===== config.mk =====
export PLATFORM = sky130hd
export DESIGN_NAME = wb_stream_writer
export DESIGN_NICKNAME = d
export VERILOG_FILES = /design/src/rtl/wb_stream_writer.sv
export SDC_FILE = /design/constraint.sdc
export NUM_CORES = 1
export LEC_CHECK = 0
export BUFFER_PORTS_ARGS = -buffer_cell sky130_fd_sc_hd__buf_2
export CAP_MARGIN = 10
export CORE_ASPECT_RATIO = 2
export CORE_MARGIN = 5
export CORE_UTILIZATION = 35
export CTS_CLUSTER_DIAMETER = 30
export DETAILED_ROUTE_END_ITERATION = 12
export HOLD_SLACK_MARGIN = 0.1
export PLACE_DENSITY_LB_ADDON = 0.2
export SLEW_MARGIN = 10
export SYNTH_ARGS = -nofsm -noshare
export SYNTH_HDL_FRONTEND = slang
export SYNTH_SLANG_ARGS = --single-unit

===== constraint.sdc =====
create_clock -name clk -period 7.7 [get_ports clk]
set_clock_uncertainty 0.1 [all_clocks]
set_input_delay 1.155 -clock clk [delete_from_list [all_inputs] [get_ports clk]]
set_output_delay 1.155 -clock clk [all_outputs]
set_load 0.01 [all_outputs]

===== src/rtl/wb_stream_writer.sv =====
// Memory-to-stream DMA: Wishbone burst reads fill a FWFT FIFO that feeds a
// valid/ready stream; a small Wishbone slave register file controls it.
module wb_stream_writer #(
    parameter int WB_DW         = 32,
    parameter int WB_AW         = 32,
    parameter int FIFO_AW       = 4,
    parameter int MAX_BURST_LEN = 2**FIFO_AW
) (
    input  logic               clk,
    input  logic               rst_n,
    output logic [WB_AW-1:0]   wbm_adr_o,
    output logic [WB_DW-1:0]   wbm_dat_o,
    output logic [WB_DW/8-1:0] wbm_sel_o,
    output logic               wbm_we_o,
    output logic               wbm_cyc_o,
    output logic               wbm_stb_o,
    output logic [2:0]         wbm_cti_o,
    output logic [1:0]         wbm_bte_o,
    input  logic [WB_DW-1:0]   wbm_dat_i,
    input  logic               wbm_ack_i,
    input  logic               wbm_err_i,
    output logic [WB_DW-1:0]   stream_m_data_o,
    output logic               stream_m_valid_o,
    input  logic               stream_m_ready_i,
    output logic               irq_o,
    input  logic [4:0]         wbs_adr_i,
    input  logic [WB_DW-1:0]   wbs_dat_i,
    input  logic [WB_DW/8-1:0] wbs_sel_i,
    input  logic               wbs_we_i,
    input  logic               wbs_cyc_i,
    input  logic               wbs_stb_i,
    input  logic [2:0]         wbs_cti_i,
    input  logic [1:0]         wbs_bte_i,
    output logic [WB_DW-1:0]   wbs_dat_o,
    output logic               wbs_ack_o,
    output logic               wbs_err_o
);
    localparam int DEPTH = 2**FIFO_AW;
    localparam int LIM   = (MAX_BURST_LEN < DEPTH) ? MAX_BURST_LEN : DEPTH;
    localparam int CW    = FIFO_AW + 1;
    localparam int BSH   = $clog2(WB_DW/8);

    typedef enum logic [2:0] {S_IDLE, S_WAIT, S_BURST, S_DRAIN, S_DONE} state_t;
    state_t r_state, w_next;

    logic               r_enable, r_irq, r_busy, r_err;
    logic [WB_AW-1:0]   r_start_adr;
    logic [WB_DW-1:0]   r_buf_size, r_burst_size, r_tx_cnt;
    logic [CW-1:0]      r_beats;
    logic               r_wbs_ack;
    logic [WB_DW-1:0]   r_wbs_dat, w_rdata;

    logic [WB_DW-1:0]   r_mem [DEPTH];
    logic [FIFO_AW-1:0] r_wr_ptr, r_rd_ptr;
    logic [CW-1:0]      r_count;

    logic               w_wbs_req, w_wbs_wr, w_in_burst, w_push, w_pop, w_last;
    logic [WB_DW-1:0]   w_remain, w_bsz, w_min1;
    logic [CW-1:0]      w_len, w_free;
    logic               w_unused;

    assign w_unused   = &{1'b0, wbs_sel_i, wbs_cti_i, wbs_bte_i, wbs_adr_i[1:0]};
    assign w_wbs_req  = wbs_cyc_i & wbs_stb_i & ~r_wbs_ack;
    assign w_wbs_wr   = w_wbs_req & wbs_we_i;
    assign w_in_burst = (r_state == S_BURST);
    assign w_push     = w_in_burst & wbm_ack_i & ~wbm_err_i;
    assign w_pop      = stream_m_valid_o & stream_m_ready_i;
    assign w_last     = (r_beats == CW'(1));

    // Burst length: min(BURST_SIZE (0 means 1), remaining words, LIM)
    assign w_remain = r_buf_size - r_tx_cnt;
    assign w_bsz    = (r_burst_size == '0) ? WB_DW'(1) : r_burst_size;
    assign w_min1   = (w_bsz < w_remain) ? w_bsz : w_remain;
    assign w_len    = (w_min1 < WB_DW'(LIM)) ? CW'(w_min1) : CW'(LIM);
    assign w_free   = CW'(DEPTH) - r_count;

    always_comb begin
        w_next    = r_state;
        wbm_cyc_o = 1'b0;
        wbm_stb_o = 1'b0;
        wbm_cti_o = 3'b000;
        wbm_adr_o = '0;
        case (r_state)
            S_IDLE:  if (r_enable) w_next = (r_buf_size == '0) ? S_DONE : S_WAIT;
            S_WAIT: begin
                if (!r_enable)           w_next = S_DRAIN;
                else if (w_free >= w_len) w_next = S_BURST;
            end
            S_BURST: begin
                wbm_cyc_o = 1'b1;
                wbm_stb_o = 1'b1;
                wbm_cti_o = w_last ? 3'b111 : 3'b010;
                wbm_adr_o = r_start_adr + (WB_AW'(r_tx_cnt) << BSH);
                if (wbm_err_i)
                    w_next = S_DRAIN;
                else if (wbm_ack_i && w_last)
                    w_next = ((r_tx_cnt + WB_DW'(1)) < r_buf_size) ? S_WAIT : S_DRAIN;
            end
            S_DRAIN: if (r_count == '0) w_next = S_DONE;
            S_DONE:  w_next = S_IDLE;
            default: w_next = S_IDLE;
        endcase
    end

    always_comb begin
        w_rdata = '0;
        case (wbs_adr_i[4:2])
            3'd0: w_rdata = {{(WB_DW-4){1'b0}}, r_err, r_busy, r_irq, r_enable};
            3'd1: w_rdata = WB_DW'(r_start_adr);
            3'd2: w_rdata = r_buf_size;
            3'd3: w_rdata = r_burst_size;
            3'd4: w_rdata = r_tx_cnt;
            default: w_rdata = '0;
        endcase
    end

    // FSM-driven updates come after register writes so a set beats a W1C clear
    always_ff @(posedge clk or negedge rst_n) begin
        if (!rst_n) begin
            r_state      <= S_IDLE;
            r_enable     <= 1'b0;
            r_irq        <= 1'b0;
            r_busy       <= 1'b0;
            r_err        <= 1'b0;
            r_start_adr  <= '0;
            r_buf_size   <= '0;
            r_burst_size <= '0;
            r_tx_cnt     <= '0;
            r_beats      <= '0;
            r_wbs_ack    <= 1'b0;
            r_wbs_dat    <= '0;
        end else begin
            r_state   <= w_next;
            r_wbs_ack <= w_wbs_req;
            if (w_wbs_req) r_wbs_dat <= w_rdata;
            if (w_wbs_wr) begin
                case (wbs_adr_i[4:2])
                    3'd0: begin
                        r_enable <= wbs_dat_i[0];
                        if (wbs_dat_i[1]) r_irq <= 1'b0;
                        if (wbs_dat_i[3]) r_err <= 1'b0;
                    end
                    3'd1: if (!r_busy) r_start_adr  <= WB_AW'(wbs_dat_i);
                    3'd2: if (!r_busy) r_buf_size   <= wbs_dat_i;
                    3'd3: if (!r_busy) r_burst_size <= wbs_dat_i;
                    default: ;
                endcase
            end
            case (r_state)
                S_IDLE: if (r_enable) begin
                    r_busy   <= 1'b1;
                    r_tx_cnt <= '0;
                end
                S_WAIT: if (w_next == S_BURST) r_beats <= w_len;
                S_BURST: begin
                    if (wbm_err_i) begin
                        r_err <= 1'b1;
                    end else if (wbm_ack_i) begin
                        r_tx_cnt <= r_tx_cnt + WB_DW'(1);
                        r_beats  <= r_beats - CW'(1);
                    end
                end
                S_DONE: begin
                    if (r_enable || r_err) r_irq <= 1'b1;
                    r_enable <= 1'b0;
                    r_busy   <= 1'b0;
                end
                default: ;
            endcase
        end
    end

    always_ff @(posedge clk) begin
        if (w_push) r_mem[r_wr_ptr] <= wbm_dat_i;
    end

    always_ff @(posedge clk or negedge rst_n) begin
        if (!rst_n) begin
            r_wr_ptr <= '0;
            r_rd_ptr <= '0;
            r_count  <= '0;
        end else begin
            if (w_push) r_wr_ptr <= r_wr_ptr + FIFO_AW'(1);
            if (w_pop)  r_rd_ptr <= r_rd_ptr + FIFO_AW'(1);
            if (w_push && !w_pop)      r_count <= r_count + CW'(1);
            else if (w_pop && !w_push) r_count <= r_count - CW'(1);
        end
    end

    assign stream_m_valid_o = (r_count != '0);
    assign stream_m_data_o  = stream_m_valid_o ? r_mem[r_rd_ptr] : '0;
    assign wbm_dat_o = '0;
    assign wbm_sel_o = '1;
    assign wbm_we_o  = 1'b0;
    assign wbm_bte_o = 2'b00;
    assign irq_o     = r_irq;
    assign wbs_dat_o = r_wbs_dat;
    assign wbs_ack_o = r_wbs_ack;
    assign wbs_err_o = 1'b0;
endmodule


## Yosys cells after proc, flatten, opt, wreduce, memory -nomap -nowiden

Memories as Yosys holds them, arrays and structs flattened.
Cells that the tools add are included.

| word-level totals | value |
|---|---|
| register bits | 186 |
| RAM bits | 512 |
| logic and storage cells | 122 |
| memories kept | 1 |
| latch bits | 0 |
| ROM bits | 0 |

Memory list:

| name | depth | bits a word | read ports | clocked after memory_dff | wr ports | RTL line | text |
|---|---|---|---|---|---|---|---|
| r_mem | 16 | 32 | 1 | 0 | 1 | 53 | `logic [WB_DW-1:0] r_mem [DEPTH];` |

| operators by class | value |
|---|---|
| equal/unequal tests | 14 |
| divide/modulo/power cells | 0 |
| shift operators | 0 |
| $lt $le $gt $ge | 4 |
| muxes and demuxes | 45 |
| multiply operators | 0 |
| add/sub/neg operators | 9 |
| bitwise operators | 9 |
| reductions and logical operators | 25 |

Operator list:

| cell | number |
|---|---|
| 32-bit 2-to-1 mux | 7 |
| 32-bit one-hot mux with 5 select lines | 1 |
| 32-bit logical NOT | 2 |
| 32-bit less-than comparator | 2 |
| 32-bit one-hot mux with 2 select lines | 1 |
| 32-bit by 1-bit adder with 32-bit output, second input constant | 1 |
| 32-bit adder | 1 |
| 32-bit by 5-bit less-than comparator with 1-bit output, second input constant | 1 |
| 32-bit subtractor | 1 |
| 5-bit 2-to-1 mux | 6 |
| 3-bit 2-to-1 mux | 9 |
| 1-bit 2-to-1 mux | 17 |
| 3-bit by 2-bit equality test with 1-bit output, second input constant | 5 |
| 3-bit one-hot mux with 4 select lines | 1 |
| 2-bit nonzero test | 6 |
| 5-bit one-hot mux with 2 select lines | 1 |
| 5-bit by 1-bit subtractor with 5-bit output, second input constant | 2 |
| 3-bit AND reduction | 3 |
| 4-bit by 1-bit adder with 4-bit output, second input constant | 2 |
| 2-bit != test, second input constant | 4 |
| 4-bit AND reduction | 2 |
| 1-bit bitwise AND | 6 |
| 3-bit by 1-bit equality test with 1-bit output, second input constant | 2 |
| 3-bit equality test, second input constant | 2 |
| other kinds (14) | 21 |

## Logic depth before layout (Yosys ltp)

Gate-level depths: netlist (run 1).

| depth | value |
|---|---|
| depth after elaboration | 13 |
| gate-level depth with buffers | 38 |

## Worst setup path before layout (run 1)

No wires, ideal clock.

| timing path | value |
|---|---|
| path kind | register to register |
| start | reg r_tx_cnt[0] |
| end | reg r_beats[2] |
| arrival | 7125 ps |
| clock period less this slack | 7321 ps |
| cell stages (with the launch flop) | 38 |
| path slack | 379 ps |
| library setup time | 96 ps |
| data required time | 7504 ps |
| cell sequence | dfrtp_1 ha_1 inv_1 fa_1 a211oi_1 o21ai_1 and4_1 o211ai_1 a21oi_2 and4b_1 or4_1 inv_1 ha_1 a41o_1 a21o_1 a2111oi_0 o21bai_1 a211o_1 [2 not listed] nor4_1 and4_1 a41oi_4 nor2_1 ha_1 nand2b_1 a21o_1 a21o_1 a21o_1 a21o_1 nand2_1 or4b_2 clkbuf_1 and2_0 clkbuf_1 nor4b_1 a21oi_1 o31ai_1 |

| between the ends | value |
|---|---|
| cells in the longest elaborated chain, start to end | 12 |

Ends and longest elaborated chain:

| item | RTL line | text |
|---|---|---|
| start, declared | 48 | `logic [WB_DW-1:0] r_buf_size, r_burst_size, r_tx_cnt;` |
| start signal, assigned | 159 | `r_tx_cnt <= r_tx_cnt + WB_DW'(1);` |
| 32-bit subtractor | 71 | `assign w_remain = r_buf_size - r_tx_cnt;` |
| 32-bit less-than comparator | 73 | `assign w_min1 = (w_bsz < w_remain) ? w_bsz : w_remain;` |
| 32-bit 2-to-1 mux | 73 |  |
| 32-bit by 5-bit less-than comparator with 1-bit output | 74 | `assign w_len = (w_min1 < WB_DW'(LIM)) ? CW'(w_min1) : CW'(LIM);` |
| 5-bit 2-to-1 mux | 74 |  |
| 5-bit >= comparator | 87 | `else if (w_free >= w_len) w_next = S_BURST;` |
| 3-bit 2-to-1 mux | 87 |  |
| 3-bit 2-to-1 mux | 86 | `if (!r_enable) w_next = S_DRAIN;` |
| 3-bit one-hot mux with 4 select lines | 83 | `case (r_state)` |
| 3-bit by 2-bit equality test with 1-bit output | 154 | `S_WAIT: if (w_next == S_BURST) r_beats <= w_len;` |
| 2-bit != test (no line) | - |  |
| 4-bit AND reduction (no line) | - |  |
| end signal, assigned | 154 |  |
| end signal, assigned | 160 | `r_beats <= r_beats - CW'(1);` |
| end, declared | 49 | `logic [CW-1:0] r_beats;` |

Several ways; a longest one is shown, not always the timed one. The select of a mux whose other input is x is not followed.
A chain may end at the register's enable or synchronous reset.

## Worst setup path after layout (run 1)

| timing path | value |
|---|---|
| start | reg r_buf_size[0] |
| end | reg r_beats[2] |

| between the ends | value |
|---|---|
| cells in the longest elaborated chain, start to end | 12 |

Ends and longest elaborated chain:

| item | RTL line | text |
|---|---|---|
| start, declared | 48 |  |
| start signal, assigned | 144 | `3'd2: if (!r_busy) r_buf_size <= wbs_dat_i;` |
| 32-bit subtractor | 71 |  |
| 32-bit less-than comparator | 73 |  |
| 32-bit 2-to-1 mux | 73 |  |
| 32-bit by 5-bit less-than comparator with 1-bit output | 74 |  |
| 5-bit 2-to-1 mux | 74 |  |
| 5-bit >= comparator | 87 |  |
| 3-bit 2-to-1 mux | 87 |  |
| 3-bit 2-to-1 mux | 86 |  |
| 3-bit one-hot mux with 4 select lines | 83 |  |
| 3-bit by 2-bit equality test with 1-bit output | 154 |  |
| 2-bit != test (no line) | - |  |
| 4-bit AND reduction (no line) | - |  |

Several ways; a longest one is shown, not always the timed one. The select of a mux whose other input is x is not followed.

==> results_dict.tcl, run 1 <==
set metrics [dict create \
    place.gp.congestion 0.959 \
    yosys.area.top_type_share_pct 45.3 \
    peakVddDrop_mv 0.195 \
    power.share.sequential_pct 32.6 \
    first_pass_iters 4 \
    yosysWarnings 0 \
    switching_power_mw 4.96 \
    die_h_um 450 \
    synth_cell_types 83 \
    status "completed" \
    hp-class "reg2reg" \
    reg2reg_from "r_buf_size[0]" \
    grt_pass1_wl_mm 149 \
    cp_common_cell "a21o_1" \
    min_period_ns 7.24 \
    drcViolationCount 0 \
    grt_pass1_vias 23000 \
    power_switching_share_pct 34.1 \
    clock_path_buffers 3 \
    coreArea_um2 96300 \
    internal_power_mw 9.59 \
    total_power_mw 14.5 \
    viasPerCell 5.40 \
    grt_max_degree 72 \
    cpMaxStageDelayCell "or4_4" \
    cp_max_fo 6 \
    synth.area.top_cells "edfxtp_1 45%, dfrtp_1 14%, mux4_2 11%" \
    dp_hpwl_mm 67.6 \
    cts_hold_buffers 0 \
    rsz0062_at_grt "no" \
    layoutNonFillerInstCount 3914 \
    drv_slew 0 \
    wirelength_mm 101 \
    synthArstFlopShare_pct 26.6 \
    ios 230 \
    ant_nets 0 \
    holdPathEnd "r_rd_ptr[3]" \
    cts_root_buf "clkbuf_16" \
    io_buffers 178 \
    die-width_um 230 \
    cap_viol_max_count 0 \
    initial_core_util_pct 35.2 \
    dieArea_um2 104000 \
    power_density_nw_per_um2 364 \
    synth_edf_count 512 \
    drive_above_1_share_pct 28.5 \
    p_leak_nw 15.4 \
    clkLatencyLatePin_ns 0.70 \
    cp-start-kind "flop" \
    fillers 8859 \
    num_rows 161 \
    cts_tree "done" \
    cpPeakStageDelay_ns 0.52 \
    dr_total_vias 21100 \
    min_from "r_rd_ptr[3]" \
    synthFlopType "edfxtp_1" \
    fin_nets 2838 \
    setup_viol 0 \
    area_delta_synth_final_pct 18.0 \
    synth_area_um2 33900 \
    cts.sinks 698 \
    holdWs_ns 0.384 \
    crit_required_ns 8.14 \
    yosysTopAreaCell "edfxtp_1" \
    ctsHtreeMaxLevel 3 \
    wl_per_cell_um 25.8 \
    path_clk_slew_ns 0.05 \
    end_kind "flop" \
    finalHoldViolations 0 \
    clockPowerShare_pct 32.3 \
    crit_type "reg2reg" \
    slew_headroom_pct 18.6 \
    fin_crit_sh_pct 94.0 \
    ys_seq_elements 698 \
    reg2reg_depth 37 \
    dp.cells 3723 \
    antenna_found_initial 8 \
    crit_arrival_ns 7.68 \
    grt.overflow.total 0 \
    min_path_cells 1 \
    r2r_slack_ns 0.46 \
    combPwrFrac_pct 35.1 \
    setup_ws_ns 0.459 \
    numCtsBuffers 99 \
    first_iter_violations 1087 \
    dp_slack_ns -0.0127 \
    postSynthCellCount 2376 \
    r2r_end "r_beats[2]" \
    synth.avg_cell_area_um2 14.3 \
    max_freq_ghz 0.138 \
    track_usage_pct 19.3 \
    yosysSeqAreaShare_pct 59.1 \
    worst_pin_slew_ns 1.21 \
]
==> how the worst max path moves through the flow <==
stage	startpoint	end	slack, ns	depth (start not counted)
2_1_floorplan	r_tx_cnt[0]	r_beats[2]	0.38	37
3_3_place_gp	r_buf_size[0]	r_beats[2]	0.009	35
3_5_place_dp	r_buf_size[0]	r_beats[2]	-0.01	35
4_1_cts	r_tx_cnt[6]	r_beats[2]	0.002	34
5_1_grt	r_buf_size[0]	r_beats[2]	0.01	37
6_report	r_buf_size[0]	r_beats[2]	0.46	37
==> power by group through the flow <==
stage	logic (mW)	clock network, mW	registers, mW
after detailed placement	5.04	0	4.82
after global routing	5.59	4.96	4.78
final	5.10	4.70	4.74
after floorplan	3.61	0	4.57
after CTS	5.09	4.81	4.75
after global placement	4.98	0	4.81
==> cells in the mapped netlist (24+ instances only) <==
| master | instances |
|---|---|
| ha_1 | 142 |
| nand2_1 | 129 |
| a21o_1 | 47 |
| inv_1 | 97 |
| nor2_1 | 99 |
| a22oi_1 | 28 |
| buf_4 | 43 |
| dfrtp_1 | 186 |
| mux2_2 | 98 |
| clkbuf_1 | 109 |
| and2_1 | 53 |
| o21ai_0 | 111 |
| edfxtp_1 | 512 |
| a22o_1 | 47 |
| buf_1 | 24 |
| nand3_1 | 33 |
| xnor2_1 | 65 |
| mux4_2 | 160 |
| a21oi_1 | 87 |
| xor2_1 | 29 |
==> sequential cells by signal, summed over array words and instances (netlist names), 3 cells and up <==
register	flops
r_beats	5
r_buf_size	32
r_burst_size	32
r_count	5
r_mem	512
r_rd_ptr	4
r_start_adr	32
r_state	3
r_tx_cnt	32
r_wr_ptr	4
wbs_dat_o	32
==> per-stage QoR <==
| stage | cell area [µm²] | utilization [%] | TNS, ns |
|---|---|---|---|
| after CTS | 39900 | 41.4 | 0 |
| after floorplan | 34100 | - | 0 |
| final | 40000 | 41.5 | 0 |
| after global placement | 36400 | 37.8 | 0 |
| after detailed placement | 36400 | 37.8 | -0.0127 |
| after global routing | 40000 | 41.5 | 0 |
==> kinds of logic (layout without fill, tap and decap cells) <==
logic type      Yosys count  in the layout  share of synthesized area [%]
compound gates          419            419                           8.25
xor+xnor                 94             94                           2.43
fa+ha+maj               145            145                           5.42
buf+inv                 277            551                           3.55
flops                   698            698                           59.1
mux                     270            270                           14.2
other cells               2             44                         0.0221
simple gates            471            471                           7.04
==> area by class of cell <==
type                    count  area (µm²)  share of cell area, %
diodes                      4        10.0                 0.0250
clock buffers             112        2580                   6.44
clock inverters            70         903                   2.26
inverters                  98         368                  0.920
multi-input cells        1439       13000                   32.4
flip-flops and latches    698       20000                   50.1
well taps                1222        1530                   3.82
repair buffers            271        1610                   4.03
==> placed cells by master, fill, tap and decap left out, types with 98 or more instances in the layout <==
cell	netlist	layout
ha_1	142	141
o21ai_0	111	109
mux2_2	98	98
buf_2	3	177
dfrtp_1	186	182
mux4_2	160	160
edfxtp_1	512	512
nand2_1	129	127
nor2_1	99	98
clkbuf_16	0	100
==> critical path: cells and delay by family, from the launching register on <==
family	cells	cell delay (ns)
adders and majority gates	4	1.08
buffers and inverters	7	0.83
AOI/OAI and AO/OA	18	2.91
and+or+nand+nor	8	1.81
DFF	1	0.37
==> metal layers <==
layer	routed length [µm]	global-route usage (%)	vias up	part of all wire [%]
met2	55700	36.7	650	55
met4	6890	12.1	8	6.8
met3	4440	2.85	225	4.4
met5	47	0	-	0.047
li1	-	-	9480	-
met1	33900	19.4	10800	34
==> repair_timing <==
| action | CTS | global route |
|---|---|---|
| gates resized for setup | 4 | 24 |
| setup endpoints to repair | 1 | 5 |
| pin swaps | 4 | 14 |
| setup buffers | 1 | 4 |
No activity file was read; power rests on OpenSTA's default activity.
==> inputs of run 2 (changes only) <==
--- a/config.mk
+++ b/config.mk
@@ -10,7 +10,6 @@
 export CORE_ASPECT_RATIO = 2
 export CORE_MARGIN = 5
 export CORE_UTILIZATION = 35
-export CTS_CLUSTER_DIAMETER = 30
 export DETAILED_ROUTE_END_ITERATION = 12
 export HOLD_SLACK_MARGIN = 0.1
 export PLACE_DENSITY_LB_ADDON = 0.2
==> constraint.sdc (replaced) <==
create_clock -name clk -period 7.7 [get_ports clk]
set_clock_uncertainty 0.1 [all_clocks]
set_input_delay 1.54 -clock clk [delete_from_list [all_inputs] [get_ports clk]]
set_output_delay 1.54 -clock clk [all_outputs]
set_load 0.01 [all_outputs]
==> run 2 against run 1 <==
Sequential share of layout area rose by 1.7 points. Non-clock buffer count rose by 9. Worst hold slack got worse by 0.0079 ns. Worst setup slack worse by 0.013 ns. Sequential power hardly changed. Combinational power up 1%. Highest routed layer unchanged. Die area unchanged. First-iteration DRC count down 4.5%. Critical path depth is 1 lower. Register-to-register slack hardly changed. Via count is 0.33% lower.
==> results_dict.tcl, run 2 (same netlist as run 1, synthesis figures left out) <==
set metrics [dict create \
    max_freq_ghz 0.138 \
    ant_nets 0 \
    clkLatencyLatePin_ns 0.64 \
    cp-start-kind "flop" \
    wirelength_mm 102 \
    cpMaxStageDelayCell "or4b_4" \
    total_power_mw 13.2 \
    worstPathBufferInverterCount 6 \
    setup_viol 0 \
    reg2reg_from "r_buf_size[0]" \
    regMostFlops "r_mem" \
    first_pass_iters 7 \
    area_delta_synth_final_pct 14.0 \
    gr-usage-met1_pct 19.4 \
    die-width_um 230 \
    cp_top_family "compound AO/OA/AOI/OAI gates" \
    finalHoldViolations 0 \
    coreArea_um2 96300 \
    status "completed" \
    grt_max_degree 126 \
    slew_headroom_pct 26.7 \
    hp-class "reg2reg" \
    r2r_end "r_beats[2]" \
    dp_hpwl_mm 68.1 \
    dieArea_um2 104000 \
    io_buffers 178 \
    cpPeakStageDelay_ns 0.51 \
    path_clk_slew_ns 0.07 \
    fillers 9025 \
    cts_tree "done" \
    grt_pass1_vias 23100 \
    drv_slew 0 \
    track_usage_pct 19.3 \
    dp_slack_ns -0.171 \
    wl_per_cell_um 26.3 \
    layout_common_cells "512 x edfxtp_1, 182 x dfrtp_1, 177 x buf_2" \
    min_period_ns 7.25 \
    use_met2_pct 37.6 \
    cts_root_buf "clkbuf_16" \
    ios 230 \
    crit_required_ns 8.12 \
    initial_core_util_pct 35.2 \
    setup_ws_ns 0.447 \
    first_iter_violations 1038 \
    crit_arrival_ns 7.68 \
    place.gp.congestion 0.974 \
    crit_type "reg2reg" \
    reg2reg_depth 36 \
    peakVddDrop_mv 0.190 \
    use_met3_pct 3.00 \
    clock_path_buffers 3 \
    p_leak_nw 14.8 \
    ctsHtreeMaxLevel 3 \
    largest_reg_flops 512 \
    min_path_cells 1 \
    die_h_um 450 \
    worst_pin_slew_ns 1.09 \
    final_common_cell "edfxtp_1" \
    numCtsBuffers 67 \
    cp_max_fo 6 \
    dr_total_vias 21100 \
    fin_crit_sh_pct 94.2 \
    fin_nets 2815 \
    grt.overflow.total 0 \
    viasPerCell 5.46 \
    end_kind "flop" \
    antenna_found_initial 7 \
    num_rows 161 \
    cp_common_cell "a21o_1" \
    cts_hold_buffers 0 \
    cts.sinks 698 \
    holdPathEnd "r_rd_ptr[3]" \
    r2r_slack_ns 0.45 \
    rsz0062_at_grt "no" \
    power_density_nw_per_um2 341 \
    cap_viol_max_count 0 \
    drive_above_1_share_pct 26.3 \
    gr-max-usage-layer "met2" \
    drcViolationCount 0 \
    grt_pass1_wl_mm 149 \
    min_from "r_rd_ptr[3]" \
]
-- run 2: cell count changes in the layout (fill, tap and decap cells not counted), sizes merged --
cell / before / now
buf: 270 / 279
clkbuf: 113 / 83
clkinvlp: 10 / 8
diode: 4 / 2
bufinv: 11 / 3
clkinv: 27 / 21
inv: 120 / 103
-- run 2: layer usage --
layer	part of all wire (%)	vias to the layer above	routed length [µm]
met2	56	568	57100
met4	5.9	8	6020
met1	34	10900	34600
met5	0.056	-	57
met3	3.7	230	3810
li1	-	9397	-
-- run 2: area by class of cell --
| cell class | instances | area (µm²) | share of cell area (%) |
|---|---|---|---|
| clock inverters | 37 | 302 | 0.780 |
| well taps | 1222 | 1530 | 3.96 |
| repair buffers | 280 | 1690 | 4.37 |
| clock buffers | 82 | 1780 | 4.59 |
| flip-flops and latches | 698 | 20000 | 51.8 |
| diodes | 2 | 5.00 | 0.0129 |
| inverters | 98 | 368 | 0.952 |
| multi-input cells | 1439 | 12900 | 33.5 |
-- run 2: worst reg2reg max path: cells and delay by family, from the launching register on --
family          cells  cell delay (ns)
compound gates     18             3.14
fa+ha+maj           4             1.10
buf+inv             6             0.67
flops               1             0.39
simple gates        8             1.73
-- run 2: repair_timing --
action                                 4_1_cts  5_1_grt
endpoints found under the hold margin        0        0
setup endpoints to repair                    3        5
gates resized for setup                      5       17
gates cloned                                 0        0
pin swaps                                    2       13
buffers inserted                             2        8
-- run 2: worst max-delay path by stage --
stage                       start          to  slack [ns]  cells past startpoint
global route        r_buf_size[0]  r_beats[2]        0.08                     36
floorplan             r_tx_cnt[0]  r_beats[2]        0.38                     37
finish              r_buf_size[0]  r_beats[2]        0.45                     36
CTS                 r_buf_size[0]  r_beats[2]       0.004                     35
global placement    r_buf_size[0]  r_beats[2]       -0.01                     35
detailed placement  r_buf_size[0]  r_beats[2]       -0.17                     35
-- run 2: per-stage QoR --
stage | util [%] | hold WS (ns) | std cells | area, µm² | setup TNS [ns]
floorplan | - | 0.373 | 2414 | 34100 | 0
global placement | 37.8 | 0.361 | 3727 | 36400 | -0.00990
detailed placement | 37.8 | 0.365 | 3727 | 36400 | -0.222
CTS | 40.0 | 0.376 | 3848 | 38500 | 0
global route | 40.1 | 0.402 | 3856 | 38700 | 0
finish | 40.1 | 0.376 | 3858 | 38700 | 0
-- run 2: power by group --
part | internal (mW) | total, mW | switching (mW)
clock | 1.76 | 3.24 | 1.49
combinational | 2.47 | 5.16 | 2.69
sequential | 4.31 | 4.76 | 0.447
